`src/rtl/bus_pkg.sv`:
```
// rtl/bus_pkg.sv - shared bus state encoding and default source indices
package bus_pkg;

    typedef enum logic [1:0] {
        IDLE     = 2'd0,
        DRIVE    = 2'd1,
        CONFLICT = 2'd2
    } bus_state_t;

    localparam int SRC_R0      = 0;
    localparam int SRC_R1      = 1;
    localparam int SRC_R2      = 2;
    localparam int SRC_R3      = 3;
    localparam int SRC_R4      = 4;
    localparam int SRC_R5      = 5;
    localparam int SRC_R6      = 6;
    localparam int SRC_R7      = 7;
    localparam int SRC_R8      = 8;
    localparam int SRC_R9      = 9;
    localparam int SRC_R10     = 10;
    localparam int SRC_R11     = 11;
    localparam int SRC_R12     = 12;
    localparam int SRC_R13     = 13;
    localparam int SRC_R14     = 14;
    localparam int SRC_R15     = 15;
    localparam int SRC_HI      = 16;
    localparam int SRC_LO      = 17;
    localparam int SRC_ZHI     = 18;
    localparam int SRC_ZLO     = 19;
    localparam int SRC_PC      = 20;
    localparam int SRC_MDR     = 21;
    localparam int SRC_INPORT  = 22;
    localparam int SRC_CSIGN   = 23;
    localparam int BUS_NUM_SRC = 24;

endpackage

```
`src/rtl/onehot_encoder.sv`:
```
// rtl/onehot_encoder.sv - lowest-set-bit index encoder with zero and multi-hot flags
module onehot_encoder #(
    parameter int N     = 24,
    parameter int IDX_W = $clog2(N)
) (
    input  logic [N-1:0]     vec,
    output logic [IDX_W-1:0] idx,
    output logic             zero,
    output logic             multi
);

    // Scan from the top down so the lowest set bit is written last and wins.
    always_comb begin
        idx = '0;
        for (int i = N - 1; i >= 0; i--) begin
            if (vec[i]) begin
                idx = IDX_W'(i);
            end
        end
    end

    assign zero  = (vec == '0);
    // Clearing the lowest set bit leaves something only when two or more were set.
    assign multi = ((vec & (vec - N'(1))) != '0);

endmodule

```
`src/rtl/bus_mux_reg.sv`:
```
// rtl/bus_mux_reg.sv - registered one-hot bus multiplexer with sticky conflict detection
module bus_mux_reg
    import bus_pkg::*;
#(
    parameter int               WIDTH     = 32,
    parameter int               NUM_SRC   = BUS_NUM_SRC,
    parameter int               SEL_W     = $clog2(NUM_SRC),
    parameter logic [WIDTH-1:0] RESET_VAL = '0
) (
    input  logic                     clk,
    input  logic                     clr,
    input  logic [NUM_SRC*WIDTH-1:0] src_data,
    input  logic [NUM_SRC-1:0]       src_out,
    input  logic                     bus_en,
    input  logic                     err_clr,
    output logic [WIDTH-1:0]         bus_out,
    output logic                     bus_valid,
    output logic [SEL_W-1:0]         sel_idx,
    output logic [1:0]               bus_state,
    output logic                     conflict
);

    logic [SEL_W-1:0] enc_idx;
    logic             enc_zero;
    logic             enc_multi;
    logic [WIDTH-1:0] mux_word;
    bus_state_t       state;

    onehot_encoder #(
        .N     (NUM_SRC),
        .IDX_W (SEL_W)
    ) u_enc (
        .vec   (src_out),
        .idx   (enc_idx),
        .zero  (enc_zero),
        .multi (enc_multi)
    );

    // AND-OR mux keyed directly by the one-hot enables; only consumed when
    // exactly one enable is set, so the OR never merges two words.
    always_comb begin
        mux_word = '0;
        for (int i = 0; i < NUM_SRC; i++) begin
            if (src_out[i]) begin
                mux_word = mux_word | src_data[i*WIDTH +: WIDTH];
            end
        end
    end

    always_ff @(posedge clk or negedge clr) begin
        if (!clr) begin
            bus_out   <= RESET_VAL;
            bus_valid <= 1'b0;
            sel_idx   <= '0;
            state     <= IDLE;
            conflict  <= 1'b0;
        end else begin
            if (bus_en) begin
                if (enc_zero) begin
                    state     <= IDLE;
                    bus_valid <= 1'b0;
                end else if (enc_multi) begin
                    state     <= CONFLICT;
                    bus_valid <= 1'b0;
                end else begin
                    state     <= DRIVE;
                    bus_valid <= 1'b1;
                    bus_out   <= mux_word;
                    sel_idx   <= enc_idx;
                end
            end
            // A new conflict outranks a clear on the same edge.
            if (bus_en && enc_multi) begin
                conflict <= 1'b1;
            end else if (err_clr) begin
                conflict <= 1'b0;
            end
        end
    end

    assign bus_state = state;

endmodule

```
`config.mk`:
```
export PLATFORM = sky130hd
export DESIGN_NAME = bus_mux_reg
export DESIGN_NICKNAME = d
export VERILOG_FILES = /design/src/rtl/bus_pkg.sv /design/src/rtl/onehot_encoder.sv /design/src/rtl/bus_mux_reg.sv
export SDC_FILE = /design/constraint.sdc
export NUM_CORES = 1
export LEC_CHECK = 0
export ABC_CLOCK_PERIOD_IN_PS = 890
export CAP_MARGIN = 5
export CORE_AREA = 5 5 323 325
export DETAILED_ROUTE_END_ITERATION = 10
export DIE_AREA = 0 0 328 330
export GPL_ROUTABILITY_DRIVEN = 0
export PLACE_DENSITY = 0.38
export SLEW_MARGIN = 25
export SYNTH_ARGS = -nofsm -noshare
export SYNTH_HDL_FRONTEND = slang
export SYNTH_SLANG_ARGS = --single-unit
```
`constraint.sdc`:
```
create_clock -name clk -period 0.89 [get_ports clk]
set_input_delay 0.178 -clock clk [delete_from_list [all_inputs] [get_ports clk]]
set_output_delay 0.178 -clock clk [all_outputs]
set_load 0.005 [all_outputs]
```
# After elaboration in Yosys (flattened, before gate mapping)
# Index checks and enable logic that the tools add are counted.
dict set report word_totals {
  ff_bits 41
  word_cells 91
  in_bits 796
}
dict set report op_classes {
  n_bitwise 26
  n_addsub 1
  n_reduce_logical 5
  mux 54
}
# operator count
set ops {}
lappend ops {{2-to-1 mux 32 bit} 24}
lappend ops {{OR 32 bit} 23}
lappend ops {{2-to-1 mux 5 bit} 24}
lappend ops {{AND 24 bit} 1}
lappend ops {{logical NOT 24 bit} 1}
lappend ops {{nonzero test 24 bit} 1}
lappend ops {{subtractor 24 x 1 -> 24 bit (second input constant)} 1}
lappend ops {{2-to-1 mux 1 bit} 4}
lappend ops {{2-to-1 mux 2 bit} 2}
lappend ops {{AND reduction 3 bit} 1}
lappend ops {{inverter 1 bit} 2}
lappend ops {{nonzero test 2 bit} 1}
lappend ops {{logical AND 1 bit} 1}

# Longest topological paths before layout
dict set report logic_depth {
  depth_word 47
  depth_mapped 9
}

# Modules after synthesis
# Synthesis repeated with hierarchy kept, for this count alone.
dict set report hier_totals {
  hier_cells 791
  area_unflattened_um2 6009.5
}
# mod seq_area_each_um2 area_per_inst_um2 cells_per_inst n_inst
set modules_own_cells {}
lappend modules_own_cells {bus_mux_reg 1001.0 5462.7 707 1}
lappend modules_own_cells {onehot_encoder 0.0 546.8 84 1}

# Worst setup path before layout
# No wires, ideal clock.
dict set report synth_path {
  path_type {input -> register}
  startpoint {in src_out[21]}
  endpoint {reg bus_out[0]}
  required_ns 0.763
  path_buffers 2
  setup_time_ns 0.127
  t_arrival_ns 2.539
  stages 9
  slack_ns -1.777
  path_cell_list {clkbuf_1 -> or3_4 -> or3_1 -> a22oi_1 -> nand4_1 -> or4_4 -> nor2_8 -> buf_6 -> mux2_1}
}
dict set report synth_between {
  elab_chain_len 5
}
# item line
set synth_lines {}
lappend synth_lines {{from (decl)} bus_mux_reg.sv:13} ;# input logic [NUM_SRC-1:0] src_out,
lappend synth_lines {{subtractor 24 x 1 -> 24 bit or 2-to-1 mux 32 bit (tied branches)} {onehot_encoder.sv:24, bus_mux_reg.sv:44}}
lappend synth_lines {{AND 24 bit or OR 32 bit (tied branches)} {onehot_encoder.sv:24, bus_mux_reg.sv:45}}
lappend synth_lines {{nonzero test 24 bit or 2-to-1 mux 32 bit (tied branches)} {onehot_encoder.sv:24, bus_mux_reg.sv:44}}
lappend synth_lines {{inverter 1 bit (no source line) or OR 32 bit (tied branches)} --}
lappend synth_lines {{AND reduction 3 bit (no source line) or 2-to-1 mux 32 bit (tied branches)} --}
lappend synth_lines {{to (signal assigned)} bus_mux_reg.sv:68} ;# bus_out <= mux_word;
lappend synth_lines {{to (decl)} bus_mux_reg.sv:16} ;# output logic [WIDTH-1:0] bus_out,
# Parallel ways exist; a longest one is shown, timed or not.
# A chain may end at the register's enable or synchronous reset.

# Worst setup path in the final report
dict set report layout_path {
  startpoint {in src_out[16]}
  endpoint {reg bus_out[30]}
}
dict set report layout_between {
  elab_chain_len 15
}
# item line
set layout_lines {}
lappend layout_lines {{2-to-1 mux 32 bit} bus_mux_reg.sv:44} ;# if (src_out[i]) begin
lappend layout_lines {{OR 32 bit} bus_mux_reg.sv:45} ;# mux_word = mux_word | src_data[i*WIDTH +: WIDTH];
lappend layout_lines {{2-to-1 mux 32 bit} bus_mux_reg.sv:44}
lappend layout_lines {{OR 32 bit} bus_mux_reg.sv:45}
lappend layout_lines {{2-to-1 mux 32 bit} bus_mux_reg.sv:44}
lappend layout_lines {{OR 32 bit} bus_mux_reg.sv:45}
lappend layout_lines {{2-to-1 mux 32 bit} bus_mux_reg.sv:44}
lappend layout_lines {{OR 32 bit} bus_mux_reg.sv:45}
lappend layout_lines {{2-to-1 mux 32 bit} bus_mux_reg.sv:44}
lappend layout_lines {{OR 32 bit} bus_mux_reg.sv:45}
lappend layout_lines {{2-to-1 mux 32 bit} bus_mux_reg.sv:44}
lappend layout_lines {{OR 32 bit} bus_mux_reg.sv:45}
lappend layout_lines {{2-to-1 mux 32 bit} bus_mux_reg.sv:44}
lappend layout_lines {{OR 32 bit} bus_mux_reg.sv:45}
lappend layout_lines {{2-to-1 mux 32 bit} bus_mux_reg.sv:44}
# Parallel ways exist; a longest one is shown, timed or not.

==> qor.yml <==
timing:
  final-setup-viol-count: 81
  tightest_slew_ns: 0.7387
  slew_violations: 0
  finalSetupTns_ns: -68.78
  hold_viol_final: 0
  fin_ws_ns: -1.672
  fin_crit_sh: 2.879
  max-slew-margin-rel: 0.5075
  fmax_ghz: 0.3903
  hold_ws_ns: 0.4075
  rsz0062_at_grt: "true"
  fin_skew_ns: 0
  layout_min_cycle_time_ns: 2.562
critical_path:
  worst_path_most_repeated_cell: "or4_4"
  critPathLaunchType: "input port"
  cp_slowest_cell: "or4_4"
  rr_startpoint: "bus_out[13]"
  path_cells: "buf_6 > or4_4 > a211o_1 > o311ai_2 > nand4_1 > or4_4 > nor2_8 > clkbuf_16 > buf_12 > mux2_1"
  end_kind: "register"
  cpPeakStageDelay_ns: 0.61
  arrival_ns: 2.75
  cp_data_required_time_ns: 1.08
  rrSetupSlack_ns: -0.10
  r2r_end: "bus_out[13]"
  crit_fanout: 9
  worstSetupPathType: "in -> reg"
  rr_worst_depth: 3
floorplan:
  io_pins: 837
  dieWidth_um: 328
  die_h_um: 330
  num_rows: 117
  initial_core_util: 0.06004
  coreArea_mm2: 0.1012
  dieArea_mm2: 0.1082
synthesis:
  async_flop_share: 1.000
  yosys_warnings: 0
  yosysSeqAreaShare: 0.1648
  synth_fa_ha_area_frac: 0.001648
  synthMuxAreaShare: 0.06489
  yosys.area_share.xor_xnor: 0
  syn-cell-area_mm2: 0.006073
  synth_fp_nets: 1575
  ys.flop_type: "dfrtp_1"
  syn_avg_cell_area_um2: 7.796
  synth_edf_count: 0
  synth_seq_cells: 40
  synth_cell_types: 47
  synth_top_family_by_area: "compound AO/OA/AOI/OAI gates"
  yosys.area_share.simple: 0.1691
  syn_inst: 779
  synth_compound_area_frac: 0.5284
run:
  maxCapViolCount: 0
clocking:
  clkLatencyLatePin_ns: 0.30
  htree_levels: 2
  numCtsBuffers: 5
  clk_pin_slew_ns: 0.07
  clk_path_buf_depth: 2
  cts_tree: "yes"
  cts_root_buf: "clkbuf_16"
  cts_sinks: 40
global_routing:
  antenna_found_initial: 73
  grt.total_usage: 0.1970
  grt_pass1_wl_mm: 140.8
  grt_pass1_vias: 13305
  grt_max_degree: 41
  gr-total-overflow: 0
route:
  viasPerCell: 4.196
  dr.max_layer_used: "met5"
  num_vias: 13071
  routedWlPerCell_um: 36.60
  m1WireLength_mm: 48.58
  drt-total-wl_mm: 114.0
  drc: 0
  ant_nets: 0
  wl_met2_mm: 51.11
  dr_wl_met3_mm: 11.52
  firstDrtPassIters: 6
  initialDrtViolationCount: 1479
final_layout:
  fin_util: 0.1736
  drive_gt1_frac: 0.1811
  final_area_mm2: 0.01756
  syn2layout_area_growth_pct: 189.2
  layout.nets: 2518
place:
  dp_hpwl_mm: 93.94
  port_buffers: 836
  post_dp_cell_area_mm2: 0.01706
status:
  violations: "setup timing"
  run_status: "finished, violations left"
power:
  power_density_mw_per_mm2: 679.6
  totalPowerFinal_uw: 11940
  power_leakage_uw: 0.006542
  vdd_ir_drop_max_mv: 0.5195
min_path:
  hold_class: "in -> async"
## layer usage
layer  vias to the layer above  GRT usage
met1                      6515     0.2588
met5                         -          0
li1                       5301          -
met3                       197    0.06890
met4                        54    0.03392
met2                      1004     0.3168
## what timing repair did
item	4_1_cts	5_1_grt
buffers inserted	15	10
hold endpoints to repair	40	0
hold buffers	1	0
gates resized for setup	197	15
pin swaps	0	4
setup endpoints to repair	81	81
cloned	1	0
## logic make-up (layout without fill, tap and decap cells)
family / count (synthesis) / after routing
AOI/OAI and AO/OA: 419 / 419
adders and majority gates: 1 / 1
buffers and inverters: 107 / 1051
DFF: 40 / 40
muxes: 35 / 35
other: 0 / 24
and+or+nand+nor: 177 / 177
## cell type report
type	instances	area, um2
diodes	24	60.06
clock buffers	7	152.6
clock inverters	1	30.03
fillers	11412	83590
inverters	7	26.28
multi-input cells	632	4791
flip-flops and latches	40	1001
well taps	1368	1712
repair buffers	1036	9792
## synth_stat cells, types with 2 or more instances
library cell  number  area (um2)
mux2_1            35       394.1
a22o_1            33       289.0
dfrtp_1           40        1001
buf_2              3       15.01
nor2_1            43       161.4
o31ai_1            3       22.52
buf_6              3       33.78
nor4_2             2       25.02
nand2_1            3       11.26
nor4_1             3       18.77
a221oi_1          32       280.3
a31oi_1            2       12.51
o21ai_1            2       10.01
or3_1              2       12.51
a21oi_1            5       25.02
or4_4              2       22.52
buf_1             13       48.80
nor3_1             9       45.04
o21ai_0            4       20.02
nand4_1          101       631.9
nand3_1            2       10.01
o22ai_1            3       18.77
a22oi_1          321        2410
or4_1              3       22.52
clkbuf_1          80       300.3
a211oi_1           3       22.52
inv_1              7       26.28
## how the worst max path moves through the flow
stage	from	endpoint	slack [ns]	cells after the start
after floorplan	src_out[11]	bus_out[0]	-1.68	9
after global placement	src_out[16]	bus_out[6]	-1.98	8
after detailed placement	src_out[16]	bus_out[14]	-1.98	8
after CTS	src_out[16]	bus_out[29]	-1.62	10
after global routing	src_out[16]	bus_out[24]	-1.71	10
final	src_out[16]	bus_out[30]	-1.67	10
## report_power, final
group          total [uW]  internal, uW  switching (uW)
logic                7740          4300            3440
registers            1820          1820            2.40
clock network        2380          1480             895
## state kept, by name (all words and copies together) (netlist names)
register	flops
sel_idx	5
bus_out	32
bus_state	2
conflict	1
## critical path, delay by kind of cell
kind / cells / cell delay (ns)
and+or+nand+nor: 4 / 1.50
buffers and inverters: 3 / 0.40
AOI/OAI and AO/OA: 2 / 0.33
muxes: 1 / 0.32
## layout by cell type (no fill, tap or decap), drive strengths merged, types with 2 or more instances in the layout
cell and n:
o31ai 3, o22ai 3, inv 7, a22oi 321
o21ai 6, clkdlybuf4s50 770, or3 3, buf 264
diode 24, dfrtp 40, nand3 2, a221oi 32
nor4 5, nor3 10, or4 5, a22o 33
clkbuf 8, nand2 3, mux2 35, a211oi 3
a21oi 5, nand4 101, nor2 44, a31oi 2
## per-stage QoR
| stage | std cells | setup slack (ns) |
|---|---|---|
| 2_1_floorplan | 779 | -1.678 |
| 3_3_place_gp | 3057 | -1.982 |
| 3_5_place_dp | 3057 | -1.980 |
| 4_1_cts | 3082 | -1.619 |
| 5_1_grt | 3100 | -1.708 |
| 6_report | 3115 | -1.672 |
No activity file was read; power rests on OpenSTA's default activity.
==> patch: new RTL, config.mk and constraints unchanged <==
`WIDTH`: 32 -> 24.
--- a/src/rtl/bus_mux_reg.sv
+++ b/src/rtl/bus_mux_reg.sv
@@ -2,7 +2,7 @@
 module bus_mux_reg
     import bus_pkg::*;
 #(
-    parameter int               WIDTH     = 32,
+    parameter int               WIDTH     = 24,
     parameter int               NUM_SRC   = BUS_NUM_SRC,
     parameter int               SEL_W     = $clog2(NUM_SRC),
     parameter logic [WIDTH-1:0] RESET_VAL = '0
Interface: changed (resized bus_out and src_data); port bits go from 837 to 637. No check against the original RTL was run, so the function may have changed too.
==> patch against the unedited design <==
- the run still ends with negative setup slack left
- core utilization fell by 3.0 points
- area after synthesis fell by 20%
- count of clock-buffer cells in the layout fell by 1
- cell area fell by 17%
- total power fell by 19%
- worst setup slack improved by 0.38 ns
- die area did not move
- wire length fell by 19%
- sequential cell count fell by 8
==> patch: results (changes against the unedited design) <==
place:
  dpl_cell_area_um2: 14100  # was 17100 µm²
  hpwl_mm: 80.4  # was 93.9 mm
power_and_ir_drop:
  pwr-share-clk_pct: 20.1  # was 19.9%
  power.switching_mw: 3.64  # was 4.33 mW
  ir_worst_vdd_mv: 0.555  # was 0.519 mV
  p_leak_nw: 5.45  # was 6.54 nW
sta:
  slew_headroom_pct: 60.7  # was 50.8%
  setup_ws_ns: -1.30  # was -1.67 ns
  setup_viol: 65  # was 81
global_routing:
  grt_util_all_layers_pct: 16.3  # was 19.7%
  grtUsageMet3_pct: 4.85  # was 6.89%
  use_met1_pct: 20.0  # was 25.9%
  grt_max_degree: 33  # was 41
  use_met2_pct: 28.7  # was 31.7%
  grt_pass1_vias: 11000  # was 13300
  grt_pass1_wl_mm: 115  # was 141 mm
logic_synthesis:
  yosys.cell_types.count: 44  # was 47
  synth_commonest_cells: "194 x a22oi_1, 52 x clkbuf_1, 48 x a221oi_1, 48 x a22o_1, 48 x nand4_1"  # was 321 x a22oi_1, 101 x nand4_1, 80 x clkbuf_1, 43 x nor2_1, 40 x dfrtp_1
  syn_nets: 1218  # was 1575
  synth_area_leaders: "a22oi_1 30%, dfrtp_1 17%, a221oi_1 8.7%, a22o_1 8.7%, nand4_1 6.2%"  # was a22oi_1 40%, dfrtp_1 16%, nand4_1 10%, mux2_1 6.5%, clkbuf_1 4.9%
  synth_fa_ha_area_share_pct: 0  # was 0.165%
  synth_mux_area_share_pct: 6.80  # was 6.49%
  synth_compound_area_share_pct: 53.0  # was 52.8%
cells_and_area:
  multi_input_cells: 495  # was 632
  clock_buffers: 6  # was 7
  fin_nets: 1994  # was 2518
  drive_gt1_share_pct: 23.2  # was 18.1%
  largest_reg_flops: 24  # was 32
  clk_share_pct: 1.02  # was 1.04%
  antennaDiodeCount: 13  # was 24
  multiInputGateArea_um2: 3820  # was 4790 µm²
  regArea_um2: 802  # was 1000 µm²
  nNonClkBuffers: 845  # was 1036
  inv_count: 11  # was 7
  nFillCells: 11500  # was 11400
setup_path:
  crit_fanout: 8  # was 9
  critPathMaxStageDelay_ns: 0.32  # was 0.61 ns
  crit_arrival_ns: 2.37  # was 2.75 ns
  critPathTopFamily: "buffers and inverters"  # was simple AND/OR/NAND/NOR gates
  cpMaxStageDelayCell: "nor4_4"  # was or4_4
routing:
  wl_met2_mm: 44.5  # was 51.1 mm
  vias: 9845  # was 13100
  wl_met3_mm: 7.35  # was 11.5 mm
outcome:
  status: "finished with violations"  # unchanged
  violations: "negative setup slack"  # unchanged
clock_network:
  cts_setup_buffers: 11  # was 15
  cts_resized: 175  # was 197
  path_clk_slew_ns: 0.07  # about the same
[patch: per-stage QoR]
step	cells	setup WS, ns
detailed placement	2735	-2.26
global route	2761	-1.36
floorplan	614	-1.40
finish	2772	-1.30
CTS	2757	-1.42
global placement	2735	-2.37
[patch: cell families (layout without fill, tap and decap cells)]
| kind of cell | count (synthesis) | in the layout |
|---|---|---|
| AO/OA/AOI/OAI | 328 | 328 |
| AND/OR/NAND/NOR | 140 | 140 |
| buffers and inverters | 87 | 864 |
| flip-flops | 32 | 32 |
| multiplexers | 27 | 27 |
| other | 0 | 13 |
[patch: worst paths after layout]
check | from | to | slack [ns] | cells after the start
setup / recovery | src_out[3] | bus_out[15] | -1.30 | 12
hold / removal | clr | conflict | 0.38 | 3
setup reg to reg | bus_out[8] | bus_out[8] | -0.11 | 3
hold reg to reg | bus_out[9] | bus_out[9] | 0.51 | 1
max in group asynchronous | clr | bus_out[15] | 0.28 | 3
min in group clk | err_clr | conflict | 0.47 | 2
